<file path="config.mk">
export PLATFORM = sky130hd
export DESIGN_NAME = trap_sequencer
export DESIGN_NICKNAME = d
export VERILOG_FILES = /design/src/rtl/trap_pkg.sv /design/src/rtl/trap_vector_calc.sv /design/src/rtl/trap_sequencer.sv
export SDC_FILE = /design/constraint.sdc
export NUM_CORES = 1
export LEC_CHECK = 0
export ABC_AREA = 1
export CAP_MARGIN = 20
export CORE_UTILIZATION = 28
export CTS_CLUSTER_DIAMETER = 200
export CTS_CLUSTER_SIZE = 28
export DETAILED_ROUTE_END_ITERATION = 10
export HOLD_SLACK_MARGIN = 0.08
export SYNTH_ARGS = -nofsm -noshare
export SYNTH_HDL_FRONTEND = slang
export SYNTH_SLANG_ARGS = --single-unit
</file>
<file path="constraint.sdc">
create_clock -name clk -period 3.3 [get_ports clk]
set_input_delay 0.66 -clock clk [delete_from_list [all_inputs] [get_ports clk]]
set_output_delay 0.66 -clock clk [all_outputs]
set_load 0.02 [all_outputs]
</file>
<file path="src/rtl/trap_pkg.sv">
// Shared definitions for trap sequencing: FSM states, mtvec modes, cause widths
// and machine-mode interrupt cause codes.
package trap_pkg;

    typedef enum logic [1:0] {
        ST_RUN,
        ST_FLUSH,
        ST_REDIRECT,
        ST_SLEEP
    } trap_state_e;

    localparam logic [1:0] MTVEC_DIRECT   = 2'b00;
    localparam logic [1:0] MTVEC_VECTORED = 2'b01;

    localparam int CAUSE_W = 5;

    localparam logic [3:0] IRQ_M_EXT   = 4'd11;
    localparam logic [3:0] IRQ_M_TIMER = 4'd7;
    localparam logic [3:0] IRQ_M_SOFT  = 4'd3;

endpackage

</file>
<file path="src/rtl/trap_vector_calc.sv">
// Combinational trap target from mtvec: the base address, or base + 4*cause for
// interrupts in vectored mode. Also used by the csr block.
module trap_vector_calc
    import trap_pkg::*;
(
    input  logic [31:0] mtvec,
    input  logic        interupt,
    input  logic [3:0]  ecause,
    output logic [31:0] target
);

    logic [31:0] base;

    assign base = {mtvec[31:2], 2'b00};

    // Any mode other than vectored (including the reserved ones) jumps to base.
    assign target = (mtvec[1:0] == MTVEC_VECTORED && interupt)
                  ? base + {26'd0, ecause, 2'b00}
                  : base;

endmodule

</file>
<file path="src/rtl/trap_sequencer.sv">
// Sequences flush/stall, CSR commit pulses and the fetch redirect around
// writeback trap, mret and wfi events; owns the machine-mode sleep state.
module trap_sequencer
    import trap_pkg::*;
#(
    parameter int unsigned FLUSH_CYCLES = 2
) (
    input  logic               clk,
    input  logic               rst_n,
    input  logic               traped,
    input  logic               interupt,
    input  logic [3:0]         ecause,
    input  logic [31:0]        ecp,
    input  logic               mret,
    input  logic               wfi,
    input  logic               irq_pending,
    input  logic [31:0]        mtvec,
    input  logic [31:0]        mepc,
    input  logic               redirect_ready,
    output logic               redirect_valid,
    output logic [31:0]        redirect_pc,
    output logic               flush,
    output logic               stall,
    output logic               trap_commit,
    output logic               mret_commit,
    output logic [CAUSE_W-1:0] trap_cause,
    output logic [31:0]        trap_epc,
    output logic               busy
);

    localparam logic [3:0] FLUSH_LOAD = 4'(FLUSH_CYCLES - 1);

    trap_state_e state;
    logic [3:0]  flush_cnt;
    logic [31:0] target;
    logic [31:0] vec_target;

    trap_vector_calc u_vector (
        .mtvec    (mtvec),
        .interupt (interupt),
        .ecause   (ecause),
        .target   (vec_target)
    );

    // NOTE: all state and outputs update with <= so every branch reads the
    // pre-edge values; blocking here would create order-dependent logic.
    always_ff @(posedge clk or negedge rst_n) begin
        if (!rst_n) begin
            state          <= ST_RUN;
            flush_cnt      <= '0;
            target         <= '0;
            redirect_valid <= 1'b0;
            redirect_pc    <= '0;
            flush          <= 1'b0;
            stall          <= 1'b0;
            trap_commit    <= 1'b0;
            mret_commit    <= 1'b0;
            trap_cause     <= '0;
            trap_epc       <= '0;
            busy           <= 1'b0;
        end else begin
            trap_commit <= 1'b0;
            mret_commit <= 1'b0;

            case (state)
                ST_RUN: begin
                    if (traped || mret) begin
                        if (traped) begin
                            trap_epc    <= ecp;
                            trap_cause  <= {interupt, ecause};
                            target      <= vec_target;
                            trap_commit <= 1'b1;
                        end else begin
                            target      <= mepc;
                            mret_commit <= 1'b1;
                        end
                        state     <= ST_FLUSH;
                        flush_cnt <= FLUSH_LOAD;
                        flush     <= 1'b1;
                        stall     <= 1'b1;
                        busy      <= 1'b1;
                    end else if (wfi && !irq_pending) begin
                        state <= ST_SLEEP;
                        stall <= 1'b1;
                        busy  <= 1'b1;
                    end
                end

                ST_FLUSH: begin
                    if (flush_cnt == 4'd0) begin
                        state          <= ST_REDIRECT;
                        flush          <= 1'b0;
                        redirect_valid <= 1'b1;
                        redirect_pc    <= target;
                    end else begin
                        flush_cnt <= flush_cnt - 4'd1;
                    end
                end

                // redirect_pc stays frozen until fetch accepts it.
                ST_REDIRECT: begin
                    if (redirect_ready) begin
                        state          <= ST_RUN;
                        redirect_valid <= 1'b0;
                        stall          <= 1'b0;
                        busy           <= 1'b0;
                    end
                end

                ST_SLEEP: begin
                    if (irq_pending) begin
                        state <= ST_RUN;
                        stall <= 1'b0;
                        busy  <= 1'b0;
                    end
                end

                default: begin
                    state          <= ST_RUN;
                    flush          <= 1'b0;
                    stall          <= 1'b0;
                    busy           <= 1'b0;
                    redirect_valid <= 1'b0;
                end
            endcase
        end
    end

endmodule

</file>
==> impl_summary.log, run 1 <==
INFO  metric status = complete, no violations
INFO  metric worst_clk_skew = 7.41 ps
INFO  metric synthCells = 785
INFO  metric period_needed = 2380 ps
INFO  metric gr-usage-all-layers = 16.8%
INFO  metric fin_setup_tns = 0 ps
INFO  metric detailroute.via_count = 5311
INFO  metric irDropWorstVdd = 0.315 mV
INFO  metric share_comb_of_total_power = 46.0%
INFO  metric wl = 17.4 mm
INFO  metric globalRouteOverflowTotal = 0
INFO  metric cts_repair_resize_count = 0
INFO  metric critical-path-top-delay-family = adder cells
INFO  metric data_required_time_at_the_worst_endpoint = 3550 ps
INFO  metric layout-drive-gt1-share = 6.46%
INFO  metric worstSetupEndpointType = register
INFO  metric io_pins = ~180
INFO  metric final_min_period_over_clock_period = about 70%
INFO  metric worstPathBufferInverterCount = 1
INFO  metric max-slew-margin-rel = 42.2%
INFO  metric critPathKind = primary input to register
INFO  metric postSynth.asyncResetShare = 100%
INFO  metric placementRows = 52
INFO  metric p_leak = 3.91 nW
INFO  metric final.hold.worst_slack = 403 ps
INFO  metric synth_area_per_cell = 7.48 sq um
INFO  metric synth_largest_area_cell = dfrtp_1
INFO  metric report.final.hold_viol_count = 0
INFO  metric cap_viol_max_count = 0
INFO  metric clkSinkCount = between 100 and 150
INFO  metric maxSlewViolCount = 0
INFO  metric synth-warning-count = 0
INFO  metric die_height = around 150 um
INFO  metric cells_along_the_critical_path = clkdlybuf4s50_1 -> ha_1 -> fa_1 -> a21oi_4 -> nor2_4 -> nand2_2 -> nor2_8 -> xnor2_1 -> nand2_1 -> nand2_1 -> nand2_1
INFO  metric initial_core_util = 28.8%
INFO  metric worst_setup_slack_after_layout = between 900 and 1000 ps
INFO  metric cpMaxStageDelayCell = fa_1
INFO  metric via_count_of_the_first_global_routing_pass = 5299
INFO  metric worst_setup_path_start_kind = primary input
INFO  metric power.net_switching = 2.49 mW
INFO  metric max_clock_freq = 420 MHz
INFO  metric finish.net_count = ~1100
INFO  metric cp_max_fo = 7
INFO  metric layout.cells.most_common = nand2_1
INFO  metric ys.flop_type = dfrtp_1
INFO  metric gp_congestion = 0.861
INFO  metric dp_worst_setup_slack = 536 ps
INFO  metric clock_latency = 360 ps
INFO  metric design.die.area = between 20000 and 25000 sq um
INFO  metric synth.lib_cells_used.distinct = 38
INFO  metric finalSetupViolations = 0
INFO  metric syn2layout_area_growth = 39.8%
INFO  metric drcViolationCount = 0
INFO  metric mappedNetlistNets = 900
INFO  metric wl_per_cell = 14.1 um
INFO  metric detailedRoute.firstPassIterationCount = 4
INFO  metric cell_area_after_placement = 7940 sq um
INFO  metric num_antenna_cells = 0
INFO  metric powerDensity = 759 nW/um^2
INFO  metric cts.clk_slew.worst_paths = 80 ps
INFO  metric final_design_area_no_fill = 8210 sq um
INFO  metric ys_top_cells_by_area = dfrtp_1 48%, nand2_1 23%, nor2_1 4.9%
INFO  metric routed_via_density = about 4.3
INFO  metric half_perimeter_wire_length_of_the_detailed_placement_result = 12.9 mm
INFO  metric initialDrtViolationCount = 344
INFO  metric leading_cell_types_in_the_layout_fill_and_taps_excluded = 356 x nand2_1, 180 x clkdlybuf4s50_1, 112 x dfrtp_1
INFO  metric totalPowerFinal = 6.23 mW
INFO  metric swShare = 40.0%
INFO  metric crit_path_frequent_cell = nand2_1
INFO  metric cpPeakStageDelay = 450 ps
INFO  metric htree_levels = 3
INFO  metric tritoncts.num_buffers = 9
INFO  metric share_of_synthesized_area_occupied_by_flip_flops_and_latches = approximately 48%
INFO  metric place.port_buffers = between 150 and 200
INFO  metric core-area = 20400 sq um
INFO  metric antenna_violations_before_repair = 0
INFO  metric number_of_synthesized_flops_with_an_enable_pin = 0
INFO  metric share_of_yosys_cell_area_claimed_by_the_top_area_cell_type = between 40% and 50%
INFO  metric setup_repair_after_global_routing_missed_its_margin = no
INFO  metric worst-slew-pin-transition = roughly 870 ps
INFO  metric post_cts_hold_buffer_count = 0
INFO  metric grt_pass1_wl = 28.0 mm
INFO  metric worst_ep_arrival_time = 2630 ps
INFO  metric cts-root-buf = clkbuf_16
INFO  metric synth.cell_area = roughly 6000 sq um
INFO  metric cell_internal_pwr = 3.74 mW
INFO  metric seqPwrFrac = a little under two fifths
INFO  metric postSynthRegisterBits = 112
INFO  metric tritoncts = yes
INFO  metric post_cts_repair_timing_setup_buffer_count = 0
INFO  metric ctsLongestPathBuffers = 2
INFO  metric min_path_type = primary input to asynchronous set/reset pin
INFO  metric pin_count_of_the_biggest_net_entering_global_routing = 64
INFO  metric route.antenna.remaining_nets = 0
INFO  metric share_clk_of_total_power = 17.0%
INFO  metric dieWidth = 147 um
## cell families (layout without fill, tap and decap cells)
family / count (synthesis) / count (layout) / share of synthesized area [%]
fa+ha+maj: 7 / 7 / 1.62
buf+inv: 86 / 261 / 6.22
flops: 112 / 112 / 47.8
compound gates: 67 / 67 / 6.52
simple gates: 502 / 502 / 36.2
xor+xnor: 11 / 11 / 1.64
## final timing paths
check | start | to | slack (ps) | cells past startpoint
worst min register to register | trap_epc[2]$_DFFE_PN0P_ | trap_epc[2]$_DFFE_PN0P_ | 470 | 2
worst max register to register | flush_cnt[0]$_DFFE_PN0P_ | redirect_pc[31]$_DFFE_PN0P_ | 1230 | 7
max in group asynchronous | rst_n | redirect_pc[19]$_DFFE_PN0P_ | 2120 | 2
worst max-delay path | ecause[0] | target[12]$_DFFE_PN0P_ | 920 | 11
worst min-delay path | rst_n | trap_epc[2]$_DFFE_PN0P_ | 400 | 1
min in group clk | trap_epc[2]$_DFFE_PN0P_ | trap_epc[2]$_DFFE_PN0P_ | 470 | 2
## per-stage QoR
step           std cells  utilization, %
2_1_floorplan        785               -
3_3_place_gp        1215            39.0
3_5_place_dp        1215            39.0
4_1_cts             1230            40.3
5_1_grt             1230            40.3
6_report            1230            40.3
## layout make-up
class / instances / area, sq um
Fill cell: 2114 / 12200
Clock inverter: 6 / 45.0
Clock buffer: 9 / 225
Timing Repair Buffer: 188 / 1870
Inverter: 58 / 218
Sequential cell: 112 / 2800
Multi-Input combinational cell: 587 / 2710
Tap cell: 270 / 338
## power by group through the flow
stage          logic [mW]  clock network (mW)  registers [mW]
6_report             2.87                1.06            2.31
5_1_grt              3.18                1.14            2.39
4_1_cts              2.92                1.09            2.31
3_5_place_dp         2.91                   0            2.33
3_3_place_gp         2.88                   0            2.32
2_1_floorplan        1.14                   0            2.78
## synthesized netlist by cell type (2+ instances only)
cell type,instances
buf_6,3
dfrtp_1,112
clkbuf_1,13
inv_2,9
nand3_1,29
nor2_1,77
o21bai_1,3
xor2_1,8
nand3b_1,6
a211oi_1,3
nor2_2,7
nor2_8,2
o211ai_1,3
o21ai_0,24
nand2_1,356
nor2_4,7
a21oi_1,10
inv_1,49
buf_4,2
nand2_2,7
xnor2_1,3
nand4_1,4
a22oi_1,3
o21ai_1,17
ha_1,6
buf_2,10
## worst reg2reg max path: stages (launching register included)
cell	delay, ps
dfrtp_1	390
inv_1	100
ha_1	150
nand2_1	110
nor2_4	450
inv_2	480
nand2_1	160
o21ai_0	90
## flip-flops by register name, indices dropped and copies added, names as in the netlist
signal          cells
mret_commit         1
trap_cause          5
target             32
trap_commit         1
flush_cnt           4
redirect_pc        32
state               2
trap_epc           32
busy                1
flush               1
redirect_valid      1
## metal layers
metal / track usage, % / up-vias / part of all wire (%)
met5: 0 / - / 0
met4: 6.30 / 0 / 1.9
met3: 3.54 / 17 / 4.9
met2: 27.4 / 109 / 48
met1: 21.7 / 2424 / 45
li1: - / 2761 / -
(Power assumes the default switching activity.)
==> run 2, diff against run 1 <==
Clock period 3.3 ns to 2.4 ns, I/O delays scaled along.
==> run 2 against run 1 <==
Net effect: wire length increased by 1.1%; first-iteration DRC count rose by 4.7%; total power increased by 41%; critical endpoint unchanged; largest cell class unchanged; highest routed layer is now met5.
==> impl_summary.log, run 2 (same netlist as run 1, synthesis figures left out) <==
INFO  metric htree_levels = 3 (unchanged)
INFO  metric met3_length = 808 um (-4.7%)
INFO  metric antenna_violations_before_repair = 1 (+1)
INFO  metric critical-path-top-delay-family = adder cells
INFO  metric fin_setup_tns = 0 ps (unchanged)
INFO  metric layout-drive-gt1-share = 8.07% (+1.6 points)
INFO  metric final_min_period_over_clock_period = 90.6%
INFO  metric cells_along_the_critical_path = clkdlybuf4s50_1 -> ha_1 -> fa_1 -> a21oi_4 -> nor2_4 -> nand2_2 -> nor2_8 -> xnor2_1 -> nand2_1 -> nand2_1 -> nand2_1
INFO  metric grt_pass1_wl = 28.6 mm (+2.4%)
INFO  metric critPathKind = primary input to register
INFO  metric max-slew-margin-rel = 63.9% (+22 points)
INFO  metric p_leak = 4.03 nW (+2.9%)
INFO  metric final_core_util = 41.3% (+0.96 points)
INFO  metric data_required_time_at_the_worst_endpoint = 2660 ps (-890 ps)
INFO  metric cell_area_after_placement = 8090 sq um (+1.9%)
INFO  metric tritoncts = yes
INFO  metric globalRouteOverflowTotal = 0 (unchanged)
INFO  metric gr-usage-all-layers = 17.2% (+0.39 points)
INFO  metric cp_max_fo = 7 (unchanged)
INFO  metric dieWidth = 147 um (unchanged)
INFO  metric status = complete, no violations
INFO  metric pin_count_of_the_biggest_net_entering_global_routing = 52 (-19%)
INFO  metric routed-wl-met2 = 8.23 mm (-1.0%)
INFO  metric initialDrtViolationCount = 360 (+4.7%)
INFO  metric dp_worst_setup_slack = -172 ps (-709 ps)
INFO  metric detailedRoute.firstPassIterationCount = 5 (+1)
INFO  metric tritoncts.num_buffers = 9 (unchanged)
INFO  metric core-area = 20400 sq um (unchanged)
INFO  metric cap_viol_max_count = 0 (unchanged)
INFO  metric syn2layout_area_growth = 43.2%
INFO  metric routedLengthMet1 = 8.19 mm (+3.7%)
INFO  metric min_path_type = register to register
INFO  metric setup_repair_after_global_routing_missed_its_margin = no
INFO  metric finalSetupViolations = 0 (unchanged)
INFO  metric maxSlewViolCount = 0 (unchanged)
INFO  metric regToRegSetupSlack = 780 ps (-450 ps)
INFO  metric route.antenna.remaining_nets = 0 (unchanged)
INFO  metric place.port_buffers = 182 (unchanged)
INFO  metric totalPowerFinal = 8.77 mW (+41%)
INFO  metric leading_cell_types_in_the_layout_fill_and_taps_excluded = 356 x nand2_1, 180 x clkdlybuf4s50_1, 112 x dfrtp_1
INFO  metric cts.clk_slew.worst_paths = 70 ps (about the same)
INFO  metric initial_core_util = 28.8% (unchanged)
INFO  metric die_height = 147 um (unchanged)
INFO  metric wl_per_cell = 14.1 um (-0.44%)
INFO  metric cpMaxStageDelayCell = fa_1
INFO  metric powerDensity = 1040 nW/um^2 (+37%)
INFO  metric placementRows = 52 (unchanged)
INFO  metric final_cells = 1249 (+1.5%)
INFO  metric worst-slew-pin-transition = 541 ps (-327 ps)
INFO  metric placed_cells_incl_taps = 1232 (+1.4%)
INFO  metric routed_via_density = 4.37 (+1.1%)
INFO  metric via_count_of_the_first_global_routing_pass = 5390 (+1.7%)
INFO  metric whs_path_depth = 2
INFO  metric max_clock_freq = 460 MHz
INFO  metric reg.largest.list = redirect_pc (32), target (32), trap_epc (32)
INFO  metric clock_latency = 360 ps (about the same)
INFO  metric report.final.hold_viol_count = 0 (unchanged)
INFO  metric num_antenna_cells = 0 (unchanged)
INFO  metric worst_setup_path_start_kind = primary input
INFO  metric crit_path_frequent_cell = nand2_1
INFO  metric cpPeakStageDelay = 440 ps (about the same)
INFO  metric worst_ep_arrival_time = 2430 ps (-200 ps)
INFO  metric design.die.area = 21500 sq um (unchanged)
INFO  metric worst_r2r_path_depth = 7 (unchanged)
INFO  metric highest_layer = met5
INFO  metric wl = 17.6 mm (+1.1%)
INFO  metric irDropWorstVdd = 0.343 mV (+8.8%)
INFO  metric clkSinkCount = 112 (unchanged)
INFO  metric worst_setup_slack_after_layout = 226 ps (-694 ps)
INFO  metric cts-root-buf = clkbuf_16
INFO  metric worstSetupPathDepth = 11 (unchanged)
INFO  metric ctsLongestPathBuffers = 2 (unchanged)
INFO  metric drcViolationCount = 0 (unchanged)
INFO  metric worstPathBufferInverterCount = 1 (unchanged)
INFO  metric worst_clk_skew = 5.65 ps (-1.77 ps)
INFO  metric io_pins = 183 (unchanged)
INFO  metric layout.cells.most_common = nand2_1
INFO  metric final_design_area_no_fill = 8400 sq um (+2.4%)
INFO  metric finish.net_count = 1089 (+1.7%)
INFO  metric final.hold.worst_slack = 473 ps (+69.8 ps)
INFO  metric detailroute.via_count = 5454 (+2.7%)
INFO  metric worstSetupEndpointType = register
INFO  metric half_perimeter_wire_length_of_the_detailed_placement_result = 13.2 mm (+2.6%)
INFO  metric gp_congestion = 0.849 (-1.4%)
INFO  metric period_needed = 2170 ps
[run 2: cell count changes in the layout (fill, tap and decap cells not counted), sizes merged]
cell | before | now
clkinvlp | 2 | 1
bufinv | 0 | 1
clkbuf | 9 | 10
dlygate4sd3 | 0 | 1
buf | 8 | 25
[run 2: cell type report]
cell class,count,area (sq um)
well taps,270,338
flip-flops and latches,112,2800
repair buffers,206,2030
inverters,58,218
clock buffers,10,229
multi-input cells,587,2710
clock inverters,6,75.1
fillers,2112,12000
[run 2: timing repair]
action	4_1_cts	5_1_grt
hold buffers	1	0
gates resized for setup	0	0
hold endpoints to repair	22	0
buffers inserted	0	0
setup endpoints to repair	0	0
[run 2: worst register-to-register path: stages, from the launching register on]
cell and delay (ps):
dfrtp_1 380, inv_1 90, ha_1 200, nand2_1 150
nor2_4 60, inv_2 300, buf_12 230, o21ai_0 90
[run 2: path summary, 6_finish.rpt]
path	start	endpoint
min	redirect_pc[11]$_DFFE_PN0P_	redirect_pc[11]$_DFFE_PN0P_
min in group asynchronous	rst_n	trap_epc[26]$_DFFE_PN0P_
max reg2reg	flush_cnt[0]$_DFFE_PN0P_	redirect_pc[19]$_DFFE_PN0P_
max in group asynchronous	rst_n	redirect_pc[7]$_DFFE_PN0P_
min reg2reg	redirect_pc[11]$_DFFE_PN0P_	redirect_pc[11]$_DFFE_PN0P_
max	ecause[0]	target[12]$_DFFE_PN0P_
[run 2: per-layer routing]
layer | global-route usage [%] | up-vias
li1 | - | 2803
met1 | 22.7 | 2509
met2 | 27.5 | 120
met3 | 3.51 | 20
met4 | 6.67 | 2
met5 | 0 | -
[run 2: power breakdown]
group | total, mW | switching, mW | internal, mW
registers | 3.17 | 0.425 | 2.75
logic | 4.02 | 2.28 | 1.75
clock network | 1.57 | 0.748 | 0.826
==> run 3, diff against run 2 <==
Settings changed: SETUP_SLACK_MARGIN set to 0.5.
==> run 3 against run 2 <==
Net effect: core utilization rose by 1.2 points; worst setup slack better by 330 ps; die area stayed put; wire length grew 3.1%; sequential power barely moved; non-clock buffer count rose by 6; cell count rose by 0.64%; critical endpoint is now trap_epc[24]; largest cell class is now multi-input gates.
==> impl_summary.log, run 3 (same netlist as run 1, synthesis figures left out) <==
INFO  metric status = complete, no violations
INFO  metric antenna_violations_before_repair = 3 (+2)
INFO  metric routed_via_density = 4.36 (-0.14%)
INFO  metric cap_viol_max_count = 0 (unchanged)
INFO  metric wl_per_cell = 14.4 um (+2.5%)
INFO  metric detailroute.via_count = 5481 (+0.50%)
INFO  metric worstReg2RegStart = flush_cnt[0]$_DFFE_PN0P_
INFO  metric final_design_area_no_fill = 8640 sq um (+2.9%)
INFO  metric dieWidth = 147 um (unchanged)
INFO  metric cells_along_the_critical_path = clkdlybuf4s50_1
INFO  metric route.antenna.remaining_nets = 0 (unchanged)
INFO  metric detailedRoute.firstPassIterationCount = 5 (unchanged)
INFO  metric cts.clk_slew.worst_paths = 70 ps (about the same)
INFO  metric leading_cell_types_in_the_layout_fill_and_taps_excluded = 348 x nand2_1, 153 x clkdlybuf4s50_1, 112 x dfrtp_1
INFO  metric syn2layout_area_growth = 47.3%
INFO  metric drcViolationCount = 0 (unchanged)
INFO  metric r2r_end = redirect_pc[19]$_DFFE_PN0P_
INFO  metric layout.cells.most_common = nand2_1
INFO  metric globalRouteOverflowTotal = 0 (unchanged)
INFO  metric regToRegSetupSlack = 810 ps (+30 ps)
INFO  metric power.net_switching = 3.47 mW (+0.63%)
INFO  metric gp_congestion = 0.865 (+1.8%)
INFO  metric final_min_period_over_clock_period = 76.9% (-14 points)
INFO  metric share_clk_of_total_power = 18.1% (about the same)
INFO  metric powerDensity = 1020 nW/um^2 (-2.1%)
INFO  metric final_core_util = 42.4% (+1.2 points)
INFO  metric critical-path-top-delay-family = buffers and inverters
INFO  metric via_count_of_the_first_global_routing_pass = 5430 (+0.74%)
INFO  metric cp_max_fo = 2 (-5)
INFO  metric finish.net_count = 1095 (+0.55%)
INFO  metric half_perimeter_wire_length_of_the_detailed_placement_result = 13.6 mm (+2.7%)
INFO  metric cts-root-buf = clkbuf_16
INFO  metric worst-slew-pin-transition = 535 ps (-5.80 ps)
INFO  metric tritoncts.num_buffers = 9 (unchanged)
INFO  metric irDropWorstVdd = 0.436 mV (+27%)
INFO  metric ctsLongestPathBuffers = 2 (unchanged)
INFO  metric data_required_time_at_the_worst_endpoint = 1920 ps (-740 ps)
INFO  metric p_leak = 4.29 nW (+6.6%)
INFO  metric share_comb_of_total_power = 45.9% (about the same)
INFO  metric worst_setup_path_startpoint = trap_epc[24]$_DFFE_PN0P_
INFO  metric seqPwrFrac = 36.0% (-0.2 points)
INFO  metric gr-usage-all-layers = 17.5% (+0.31 points)
INFO  metric report.final.hold_viol_count = 0 (unchanged)
INFO  metric worst_r2r_path_depth = 7 (unchanged)
INFO  metric cell_internal_pwr = 5.35 mW (+0.68%)
INFO  metric place.port_buffers = 182 (unchanged)
INFO  metric io_pins = 183 (unchanged)
INFO  metric swShare = 39.3% (about the same)
INFO  metric tritoncts = yes
INFO  metric worstPathBufferInverterCount = 1 (unchanged)
INFO  metric reg.largest.list = redirect_pc (32), target (32), trap_epc (32)
INFO  metric design.die.area = 21500 sq um (unchanged)
INFO  metric min_path_type = primary input to register
INFO  metric cpMaxStageDelayCell = clkdlybuf4s50_1
INFO  metric worst_clk_skew = 6.24 ps (+0.591 ps)
INFO  metric htree_levels = 3 (unchanged)
INFO  metric max_clock_freq = 542 MHz (+18%)
INFO  metric worstSetupEndpointType = output pin
INFO  metric worstSetupPathDepth = 1 (-10)
INFO  metric initial_core_util = 28.8% (unchanged)
INFO  metric maxSlewViolCount = 0 (unchanged)
INFO  metric die_height = 147 um (unchanged)
INFO  metric clock_latency = 360 ps (about the same)
INFO  metric cell_area_after_placement = 8120 sq um (+0.43%)
INFO  metric worst_ep_arrival_time = 1360 ps (-1070 ps)
INFO  metric crit_end = trap_epc[24]
INFO  metric pin_count_of_the_biggest_net_entering_global_routing = 49 (-5.8%)
INFO  metric cpPeakStageDelay = 650 ps (+210 ps)
INFO  metric initialDrtViolationCount = 255 (-29%)
INFO  metric wl = 18.1 mm (+3.1%)
INFO  metric grt_pass1_wl = 29.1 mm (+1.7%)
INFO  metric worst_setup_path_start_kind = register
INFO  metric finalSetupViolations = 0 (unchanged)
INFO  metric clkSinkCount = 112 (unchanged)
INFO  metric placementRows = 52 (unchanged)
INFO  metric setup_repair_after_global_routing_missed_its_margin = yes
INFO  metric period_needed = 1840 ps (-329 ps)
INFO  metric fin_setup_tns = 0 ps (unchanged)
INFO  metric max-slew-margin-rel = 64.3% (+0.39 points)
INFO  metric critPathKind = register to output pin
INFO  metric core-area = 20400 sq um (unchanged)
INFO  metric layout-drive-gt1-share = 11.2% (+3.1 points)
run 3: cell types whose count changed in the layout (fill, tap and decap cells not counted), moves of 3 or more:
cell / previous run / this run
nor2_2: 6 / 9
dlymetal6s2s_1: 0 / 19
nand2_4: 1 / 4
ha_1: 6 / 3
nor2_4: 8 / 12
nand2_1: 356 / 348
clkdlybuf4s50_1: 180 / 153
nor2_1: 77 / 70
dlygate4sd2_1: 0 / 6
nand2_2: 7 / 12
buf_4: 21 / 26
run 3: cell type report:
class	instances	area (sq um)
Inverter	58	218
Fill cell	2097	11700
Tap cell	270	338
Clock inverter	5	62.6
Clock buffer	11	243
Sequential cell	112	2800
Antenna cell	2	5.00
Multi-Input combinational cell	587	2840
Timing Repair Buffer	212	2130
run 3: how the worst min path moves through the flow:
stage | from | to | slack (ps) | cells after the start
floorplan | rst_n | busy$_DFFE_PN0P_ | 180 | 0
global placement | rst_n | trap_epc[6]$_DFFE_PN0P_ | 410 | 1
detailed placement | rst_n | trap_epc[6]$_DFFE_PN0P_ | 410 | 1
CTS | ecause[0] | trap_cause[0]$_DFFE_PN0P_ | 470 | 3
global route | ecause[0] | trap_cause[0]$_DFFE_PN0P_ | 480 | 3
finish | ecause[0] | trap_cause[0]$_DFFE_PN0P_ | 460 | 3
run 3: repair_timing:
item / CTS / global route
hold buffers: 1 / 0
setup buffers: 2 / 2
pin swaps: 9 / 12
endpoints found under the setup margin: 26 / 24
resized for setup: 16 / 45
hold endpoints to repair: 20 / 0
run 3: power by group through the flow:
stage	logic, mW	clock network [mW]	registers (mW)
2_1_floorplan	1.57	0	3.82
6_report	4.06	1.60	3.18
3_5_place_dp	4.09	0	3.21
4_1_cts	4.11	1.64	3.18
3_3_place_gp	4.05	0	3.20
5_1_grt	4.47	1.71	3.29
run 3: layer usage:
layer | vias up | global-route usage, % | share of wire (%) | routed length [um]
li1 | 2820 | - | - | -
met1 | 2525 | 22.9 | 46 | 8260
met2 | 112 | 29.0 | 48 | 8680
met3 | 22 | 2.80 | 4.6 | 832
met4 | 2 | 6.30 | 1.9 | 342
met5 | - | 0 | 0.072 | 13
run 3: per-stage QoR:
stage / std cells / hold WS, ps / total power, mW / setup WS [ps]
after floorplan: 785 / 184 / 5.40 / 519
after detailed placement: 1234 / 414 / 7.30 / -77.4
after global routing: 1257 / 477 / 9.47 / 476
after global placement: 1234 / 410 / 7.24 / -25.8
final: 1257 / 456 / 8.83 / 556
after CTS: 1253 / 474 / 8.94 / 487
